**config.mk**
```make
export PLATFORM = sky130hd
export DESIGN_NAME = sequenciador_passos_flat
export DESIGN_NICKNAME = d
export VERILOG_FILES = /design/src/rtl/sequenciador_passos_if.sv /design/src/rtl/sequenciador_passos.sv /design/src/flat_wrapper.sv
export SDC_FILE = /design/constraint.sdc
export NUM_CORES = 1
export LEC_CHECK = 0
export ABC_CLOCK_PERIOD_IN_PS = 2800
export CELL_PAD_IN_SITES_DETAIL_PLACEMENT = 0
export CELL_PAD_IN_SITES_GLOBAL_PLACEMENT = 1
export CORE_AREA = 8 8 79 81
export CTS_CLUSTER_SIZE = 40
export DETAILED_ROUTE_END_ITERATION = 12
export DIE_AREA = 0 0 87 89
export PLACE_DENSITY_LB_ADDON = 0.1
export SYNTH_ARGS = -nofsm -noshare
export SYNTH_HDL_FRONTEND = slang
export SYNTH_SLANG_ARGS = --single-unit
```
**constraint.sdc**
```tcl
create_clock -name clock_entrada -period 2.8 [get_ports clock_entrada]
set_clock_uncertainty 0.2 [all_clocks]
set_input_delay 0.42 -clock clock_entrada [delete_from_list [all_inputs] [get_ports clock_entrada]]
set_output_delay 0.42 -clock clock_entrada [all_outputs]
set_load 0.02 [all_outputs]
```
**src/rtl/sequenciador_passos_if.sv**
```systemverilog
// Step-count inputs from the ripple divider and the actuator/display outputs.
// master drives the divider bits; slave is the sequencer that consumes them.
interface sequenciador_passos_if;
   logic       bit0;
   logic       bit1;
   logic       bit2;
   logic [2:0] passo;
   logic       passo_pulso;
   logic       motor;
   logic       led;
   logic       buzzer;
   logic [3:0] voltas;
   logic       erro;
   logic [6:0] segmentos;

   modport master (
      output bit0, bit1, bit2,
      input  passo, passo_pulso, motor, led, buzzer, voltas, erro, segmentos
   );

   modport slave (
      input  bit0, bit1, bit2,
      output passo, passo_pulso, motor, led, buzzer, voltas, erro, segmentos
   );
endinterface

```
**src/rtl/sequenciador_passos.sv**
```systemverilog
// Resynchronizes and debounces the ripple step count, checks +1 mod 8 sequencing,
// and drives actuators, lap counter and 7-segment display from the accepted step.
module sequenciador_passos #(
   parameter int STABLE_CYCLES = 4
) (
   input  logic                 clock_entrada,
   input  logic                 botao,
   sequenciador_passos_if.slave io
);
   typedef enum logic [1:0] {INICIO, ATIVO, FALHA} estado_t;

   localparam logic [3:0] CNT_MIN = 4'(STABLE_CYCLES - 1);

   estado_t    estado, estado_next;
   logic [2:0] s1, s2, s_prev;
   logic [3:0] cnt;
   logic [2:0] passo, passo_next, esperado;
   logic       aceita, volta;
   logic       passo_pulso, motor, led, buzzer;
   logic       motor_next, led_next, buzzer_next;
   logic [3:0] voltas;
   logic [6:0] segmentos, seg_next;

   // s_prev holds last cycle's synchronized value so cnt measures how long s2 has been steady
   always_ff @(posedge clock_entrada or posedge botao) begin
      if (botao) begin
         s1     <= '0;
         s2     <= '0;
         s_prev <= '0;
         cnt    <= '0;
      end else begin
         s1     <= {io.bit2, io.bit1, io.bit0};
         s2     <= s1;
         s_prev <= s2;
         if (s2 != s_prev)
            cnt <= '0;
         else if (cnt != 4'hF)
            cnt <= cnt + 4'd1;
      end
   end

   assign esperado = passo + 3'd1;
   assign aceita   = (s2 == s_prev) && (cnt >= CNT_MIN) && (s2 != passo);

   always_ff @(posedge clock_entrada or posedge botao) begin
      if (botao)
         estado <= INICIO;
      else
         estado <= estado_next;
   end

   always_comb begin
      estado_next = estado;
      passo_next  = passo;
      volta       = 1'b0;
      if (aceita) begin
         passo_next = s2;
         case (estado)
            INICIO: estado_next = (s2 == 3'd1) ? ATIVO : FALHA;
            ATIVO: begin
               if (s2 != esperado)
                  estado_next = FALHA;
               else
                  volta = (passo == 3'd7);
            end
            default: estado_next = FALHA;
         endcase
      end
   end

   always_comb begin
      motor_next  = 1'b0;
      led_next    = 1'b0;
      buzzer_next = 1'b0;
      seg_next    = 7'b1000000;
      if (estado_next == ATIVO) begin
         motor_next  = (passo_next >= 3'd1) && (passo_next <= 3'd3);
         led_next    = ~passo_next[0];
         buzzer_next = (passo_next == 3'd7);
      end
      case (passo_next)
         3'd0: seg_next = 7'b1000000;
         3'd1: seg_next = 7'b1111001;
         3'd2: seg_next = 7'b0100100;
         3'd3: seg_next = 7'b0110000;
         3'd4: seg_next = 7'b0011001;
         3'd5: seg_next = 7'b0010010;
         3'd6: seg_next = 7'b0000010;
         3'd7: seg_next = 7'b1111000;
         default: seg_next = 7'b1000000;
      endcase
   end

   always_ff @(posedge clock_entrada or posedge botao) begin
      if (botao) begin
         passo       <= '0;
         passo_pulso <= 1'b0;
         motor       <= 1'b0;
         led         <= 1'b0;
         buzzer      <= 1'b0;
         voltas      <= '0;
         segmentos   <= 7'b1000000;
      end else begin
         passo       <= passo_next;
         passo_pulso <= aceita;
         motor       <= motor_next;
         led         <= led_next;
         buzzer      <= buzzer_next;
         segmentos   <= seg_next;
         if (volta && (voltas != 4'd15))
            voltas <= voltas + 4'd1;
      end
   end

   assign io.passo       = passo;
   assign io.passo_pulso = passo_pulso;
   assign io.motor       = motor;
   assign io.led         = led;
   assign io.buzzer      = buzzer;
   assign io.voltas      = voltas;
   assign io.erro        = (estado == FALHA);
   assign io.segmentos   = segmentos;
endmodule
```
**src/flat_wrapper.sv**
```systemverilog
// flat-port wrapper written by rule: the top's interface ports become plain ports
module sequenciador_passos_flat 
#(
   parameter int STABLE_CYCLES = 4
)
  (clock_entrada, botao, io_bit0, io_bit1, io_bit2, io_passo, io_passo_pulso, io_motor, io_led, io_buzzer, io_voltas, io_erro, io_segmentos);
  sequenciador_passos_if io_i ();
  input  logic clock_entrada;
  input  logic botao;
  input wire logic [$bits(io_i.bit0)-1:0] io_bit0;
  input wire logic [$bits(io_i.bit1)-1:0] io_bit1;
  input wire logic [$bits(io_i.bit2)-1:0] io_bit2;
  output wire logic [$bits(io_i.passo)-1:0] io_passo;
  output wire logic [$bits(io_i.passo_pulso)-1:0] io_passo_pulso;
  output wire logic [$bits(io_i.motor)-1:0] io_motor;
  output wire logic [$bits(io_i.led)-1:0] io_led;
  output wire logic [$bits(io_i.buzzer)-1:0] io_buzzer;
  output wire logic [$bits(io_i.voltas)-1:0] io_voltas;
  output wire logic [$bits(io_i.erro)-1:0] io_erro;
  output wire logic [$bits(io_i.segmentos)-1:0] io_segmentos;
  assign io_i.bit0 = io_bit0;
  assign io_i.bit1 = io_bit1;
  assign io_i.bit2 = io_bit2;
  assign io_passo = io_i.passo;
  assign io_passo_pulso = io_i.passo_pulso;
  assign io_motor = io_i.motor;
  assign io_led = io_i.led;
  assign io_buzzer = io_i.buzzer;
  assign io_voltas = io_i.voltas;
  assign io_erro = io_i.erro;
  assign io_segmentos = io_i.segmentos;
  sequenciador_passos #(.STABLE_CYCLES(STABLE_CYCLES)) u_core (.clock_entrada(clock_entrada), .botao(botao), .io(io_i));
endmodule
```
# Word level (Yosys, flattened, before mapping)
# Memories as Yosys holds them, arrays and structs flattened. A register that Yosys moved wholly into a read port is not among the register bits.
# Cells that the tools add are included.
dict set report op_classes {
  n_addsub 3
  n_lt_le_gt_ge 3
  eq_ne 12
  n_mux 13
  bitwise 1
  n_reduce_logical 6
}
# operator n
set ops {}
lappend ops {{3-bit != test} 3}
lappend ops {{4-bit by 1-bit adder with 4-bit output (second input constant)} 2}
lappend ops {{4-bit 2-to-1 mux} 2}
lappend ops {{4-bit != test (second input constant)} 2}
lappend ops {{3-bit == test (second input constant)} 2}
lappend ops {{1-bit 2-to-1 mux} 6}
lappend ops {{2-bit 2-to-1 mux} 3}
lappend ops {{2-bit by 1-bit == test with 1-bit output (second input constant)} 2}
lappend ops {{4-bit by 2-bit >= comparator with 1-bit output (second input constant)} 1}
lappend ops {{1-bit logical AND} 4}
lappend ops {{2-bit case mux with 2 select lines} 1}
lappend ops {{3-bit by 1-bit adder with 3-bit output (second input constant)} 1}
lappend ops {{3-bit by 1-bit == test with 1-bit output (second input constant)} 1}
lappend ops {{3-bit == test} 1}
lappend ops {{3-bit by 1-bit >= comparator with 1-bit output (second input constant)} 1}
lappend ops {{3-bit by 2-bit <= comparator with 1-bit output (second input constant)} 1}
lappend ops {{3-bit 2-to-1 mux} 1}
lappend ops {{2-bit == test (second input constant)} 1}
lappend ops {{2-bit logical NOT} 1}
lappend ops {{2-bit nonzero test} 1}
lappend ops {{1-bit inverter} 1}
dict set report totals {
  regBits 26
  rom_bits 56
  input_bits 5
  out_inout_bits 19
  wordCells 50
  memories 1
}
# memory depth width rd rd_clocked_by_memory_dff write_ports line_no
set memory_table {}
lappend memory_table {{(name not given)} 8 7 1 1 0 sequenciador_passos.sv:81} ;# case (passo_next)

# Longest topological paths before layout
dict set report depth {
  ltp_word 7
  ltp_mapped 10
  depth_no_buf 10
}

# Worst setup path before layout
# No wires, ideal clock.
dict set report synth_timing {
  kind {flip-flop to flip-flop}
  from {register u_core.cnt[0]}
  to {register u_core.motor (netlist: u_core.io.motor)}
  setup_ns 0.130
  t_arrival_ns 2.248
  required_ns 2.470
  setup_slack_ns 0.222
  path_stages_with_launch 11
  n_path_buf 0
  period_less_slack_ns 2.578
  cell_sequence {dfrtp_1 ha_1 nor3_1 nor4b_4 mux2i_1 inv_1 ha_1 nor3_1 nor2_1 a21oi_1 nor2_1}
}
dict set report synth_via {
  elab_chain_len 7
  word_cells_on_any_way 10
  cone_classes {3 x order compare; 1 x eq/ne; 3 x mux; 3 x reduce/logical}
}
# item line_no
set synth_lines {}
lappend synth_lines {{from (decl)} sequenciador_passos.sv:16} ;# logic [3:0] cnt;
lappend synth_lines {{from (signal assigned)} sequenciador_passos.sv:38} ;# cnt <= cnt + 4'd1;
lappend synth_lines {{4-bit by 2-bit >= comparator with 1-bit output (*)} sequenciador_passos.sv:43} ;# assign aceita = (s2 == s_prev) && (cnt >= CNT_MIN) && (s2 != passo);
lappend synth_lines {{1-bit logical AND (*) (2 in series)} sequenciador_passos.sv:43}
lappend synth_lines {{3-bit 2-to-1 mux (*)} sequenciador_passos.sv:56} ;# if (aceita) begin
lappend synth_lines {{via u_core.passo_next[0]} sequenciador_passos.sv:17} ;# logic [2:0] passo, passo_next, esperado;
lappend synth_lines {{3-bit by 1-bit >= comparator with 1-bit output or 3-bit by 2-bit <= comparator with 1-bit output (tied branches)} sequenciador_passos.sv:77} ;# motor_next = (passo_next >= 3'd1) && (passo_next <= 3'd3);
lappend synth_lines {{1-bit logical AND (*)} sequenciador_passos.sv:77}
lappend synth_lines {{1-bit 2-to-1 mux (*)} sequenciador_passos.sv:76} ;# if (estado_next == ATIVO) begin
lappend synth_lines {{via u_core.motor_next} sequenciador_passos.sv:20} ;# logic motor_next, led_next, buzzer_next;
lappend synth_lines {{to (signal assigned)} sequenciador_passos.sv:106} ;# motor <= motor_next;
lappend synth_lines {{to (decl)} sequenciador_passos.sv:19} ;# logic passo_pulso, motor, led, buzzer;
# Mark *: on every way through the listed nets, which the timed path passes. The rest lies on a longest branch.
# A chain may end at the register's enable or synchronous reset.

# Worst setup path after layout
# Same ends and word-level chain as after synthesis.

==> metrics.yaml <==
grt_pass1_wl_um: 4900
rr_worst_depth: 11
p_switching_mw: 0.220
grt_pass1_vias: 1016
antenna_found_initial: 0
start_util: 0.292
p_int_mw: 0.693
root_buffer: "clkbuf_8"
postCtsHoldBufs: 0
cts_buffer_depth: 2
synthSimpleGateAreaFrac: 0.169
final_antenna_net_count: 0
synth_area_um2: 1450
dr.first_iter.drc_count: 22
ys_types: 30
cpPeakStageDelay_ns: 0.41
cts-buffers-inserted: 5
synth_top_family_by_area: "simple AND/OR/NAND/NOR gates"
num_io_pins: 24
min_period_ns: 2.54
dr.pass1.iters: 4
rows: 26
critical_path_buf_inv_count: 2
ys_seq_elements: 33
p_sw_frac: 0.241
hold_end: "u_core.s2[1]"
synth_fa_ha_area_frac: 0.0775
grt.total_usage: 0.0841
grt_max_degree: 34
synthMuxAreaShare: 0.0439
hold_violations: 0
setup_tns_ns: 0
cts_tree: "built"
hold_depth: 0
gp_congestion: 0.718
arrival_ns: 2.55
clkPwrFrac: 0.377
dr_total_vias: 981
yosys-top-cells-area: "dfrtp_1 55%, ha_1 7.7%, xnor2_1 4.8%"
wire_per_inst_um: 12.6
end_kind: "register"
io_buffers: 23
area_growth_pct: 31.8
critPathRequiredTime_ns: 2.81
crit_chain: "ha_2, nor3_1, nor4b_4, buf_4, mux2_2, inv_1, ha_1, nor3_1, nor3_1, a21oi_1, nor2_1"
rrSetupSlack_ns: 0.26
cp-start-kind: "register"
yosysSeqAreaShare: 0.569
avgSynthCellArea_um2: 12.2
relSlewSlack: 0.641
fin_util: 0.385
placed_area_um2: 1800
status: "finished clean"
crit_slowest_cell: "dfrtp_1"
fin_crit_sh: 0.905
dp_hpwl_um: 2110
cpMostUsedCell: "nor3_1"
synth.top_cell.area_share: 0.551
num_antenna_cells: 0
synth_compound_area_frac: 0.0301
synth-xor-area-share: 0.0826
drive_gt1_frac: 0.177
r2r_start: "u_core.cnt[0]"
rsz0062_at_grt: "false"
ys_warn_count: 0
clkLatencyLatePin_ns: 0.28
coreArea_um2: 4980
fin_area_um2: 1920
cts.sinks: 33
via_per_inst: 4.30
slew_viol_final: 0
setup_viol: 0
die_x_um: 87
power_density_nw_per_um2: 476
layout_common_cells: "32 x dfrtp_1, 23 x clkdlybuf4s50_1, 12 x nor2_1"
r2r_end: "u_core.io.motor"
synthCells: 119
fin_nets: 171
leakage_nw: 0.872
pwr-share-comb: 0.077
fp.dieH_um: 89
worst_pin_slew_ns: 0.532
critPathTopFamily: "simple AND/OR/NAND/NOR gates"
overflow: 0
critical_path_class: "register to register"
dieArea_um2: 7740
hold_path_class: "register to register"
wirelength_um: 2870
layout_commonest_cell: "dfrtp_1"
min_from: "u_core.s1[1]"
ir_drop_mv: 0.272
clkTransAtPathRegs_ns: 0.07
syn-num-nets: 133
cp_max_fo: 5
seqPwrFrac: 0.546
cap_violations: 0
htreeDepth: 2
drc: 0
synth_top_area_cell: "dfrtp_1"
max_freq_ghz: 0.394
[layer usage]
metal | GRT usage | vias up | part of all wire
li1 | - | 472 | -
met2 | 0.135 | 18 | 0.49
met5 | 0 | - | 0
met3 | 0.0322 | 2 | 0.050
met4 | 0.0376 | 0 | 0.0073
met1 | 0.0975 | 489 | 0.46
[layout make-up]
cell class | count | area [um2]
inverter | 5 | 18.8
timing repair buffer | 33 | 305
clock buffer | 5 | 68.8
sequential | 33 | 827
multi-input combinational | 79 | 592
tap | 70 | 87.6
clock inverter | 3 | 17.5
fill | 496 | 3060
[how the worst max path moves through the flow]
stage	from	cells after the start	slack [ns]	endpoint
after detailed placement	u_core.cnt[0]	10	0.19	u_core.io.motor
after CTS	u_core.cnt[0]	10	0.17	u_core.io.motor
after floorplan	u_core.cnt[0]	10	0.22	u_core.io.motor
final	u_core.cnt[0]	11	0.26	u_core.io.motor
after global routing	u_core.cnt[0]	11	0.03	u_core.io.motor
after global placement	u_core.cnt[0]	10	0.29	u_core.io.motor
[power groups by stage]
stage / registers (mW) / logic (mW) / clock network (mW)
2_1_floorplan: 0.510 / 0.0414 / 0
3_3_place_gp: 0.507 / 0.0707 / 0
3_5_place_dp: 0.507 / 0.0719 / 0
4_1_cts: 0.498 / 0.0722 / 0.361
5_1_grt: 0.499 / 0.0789 / 0.381
6_report: 0.498 / 0.0703 / 0.344
[what timing repair did]
action / 4_1_cts / 5_1_grt
buffers inserted: 0 / 3
endpoints found under the hold margin: 0 / 0
resized for setup: 0 / 2
endpoints found under the setup margin: 0 / 1
[state kept, by name, summed over array words and instances, names as in the netlist]
register / cells
u_core.s_prev: 3
u_core.io.motor: 1
u_core.cnt: 4
u_core.io.passo_pulso: 1
u_core.io.voltas: 4
u_core.io.segmentos: 7
u_core.estado: 2
u_core.io.led: 1
u_core.io.passo: 3
u_core.io.buzzer: 1
u_core.s2: 3
u_core.s1: 3
[kinds of logic (layout without fill, tap and decap cells)]
logic type               after synthesis  count (layout)
buffers and inverters                  7              46
adder cells (fa/ha/maj)                9               9
AND/OR/NAND/NOR                       44              44
multiplexers                           6               6
AO/OA/AOI/OAI                          8               8
flip-flops                            33              33
XOR/XNOR                              12              12
[synth_stat cells, drive strengths merged]
| library cell | n |
|---|---|
| a31oi | 1 |
| o21a | 1 |
| nor4 | 1 |
| dfstp | 1 |
| xnor2 | 9 |
| a21oi | 2 |
| ha | 9 |
| buf | 2 |
| inv | 4 |
| nor2 | 12 |
| nor3b | 1 |
| nor4b | 2 |
| nor2b | 1 |
| mux2 | 3 |
| dfrtp | 32 |
| nand2 | 11 |
| and2 | 2 |
| nor3 | 6 |
| nand3 | 4 |
| o21ai | 4 |
| nand4b | 1 |
| clkinv | 1 |
| xor2 | 3 |
| nand4 | 2 |
| mux2i | 3 |
| and3 | 1 |
[per-stage QoR]
step | total power [mW] | hold slack [ns] | setup slack, ns | cells
after floorplan | 0.552 | 0.131 | 0.222 | 119
after global placement | 0.577 | 0.134 | 0.293 | 217
after detailed placement | 0.579 | 0.138 | 0.187 | 217
after CTS | 0.931 | 0.154 | 0.167 | 225
after global routing | 0.960 | 0.161 | 0.0275 | 228
final | 0.913 | 0.151 | 0.265 | 228
(Power assumes the default switching activity.)
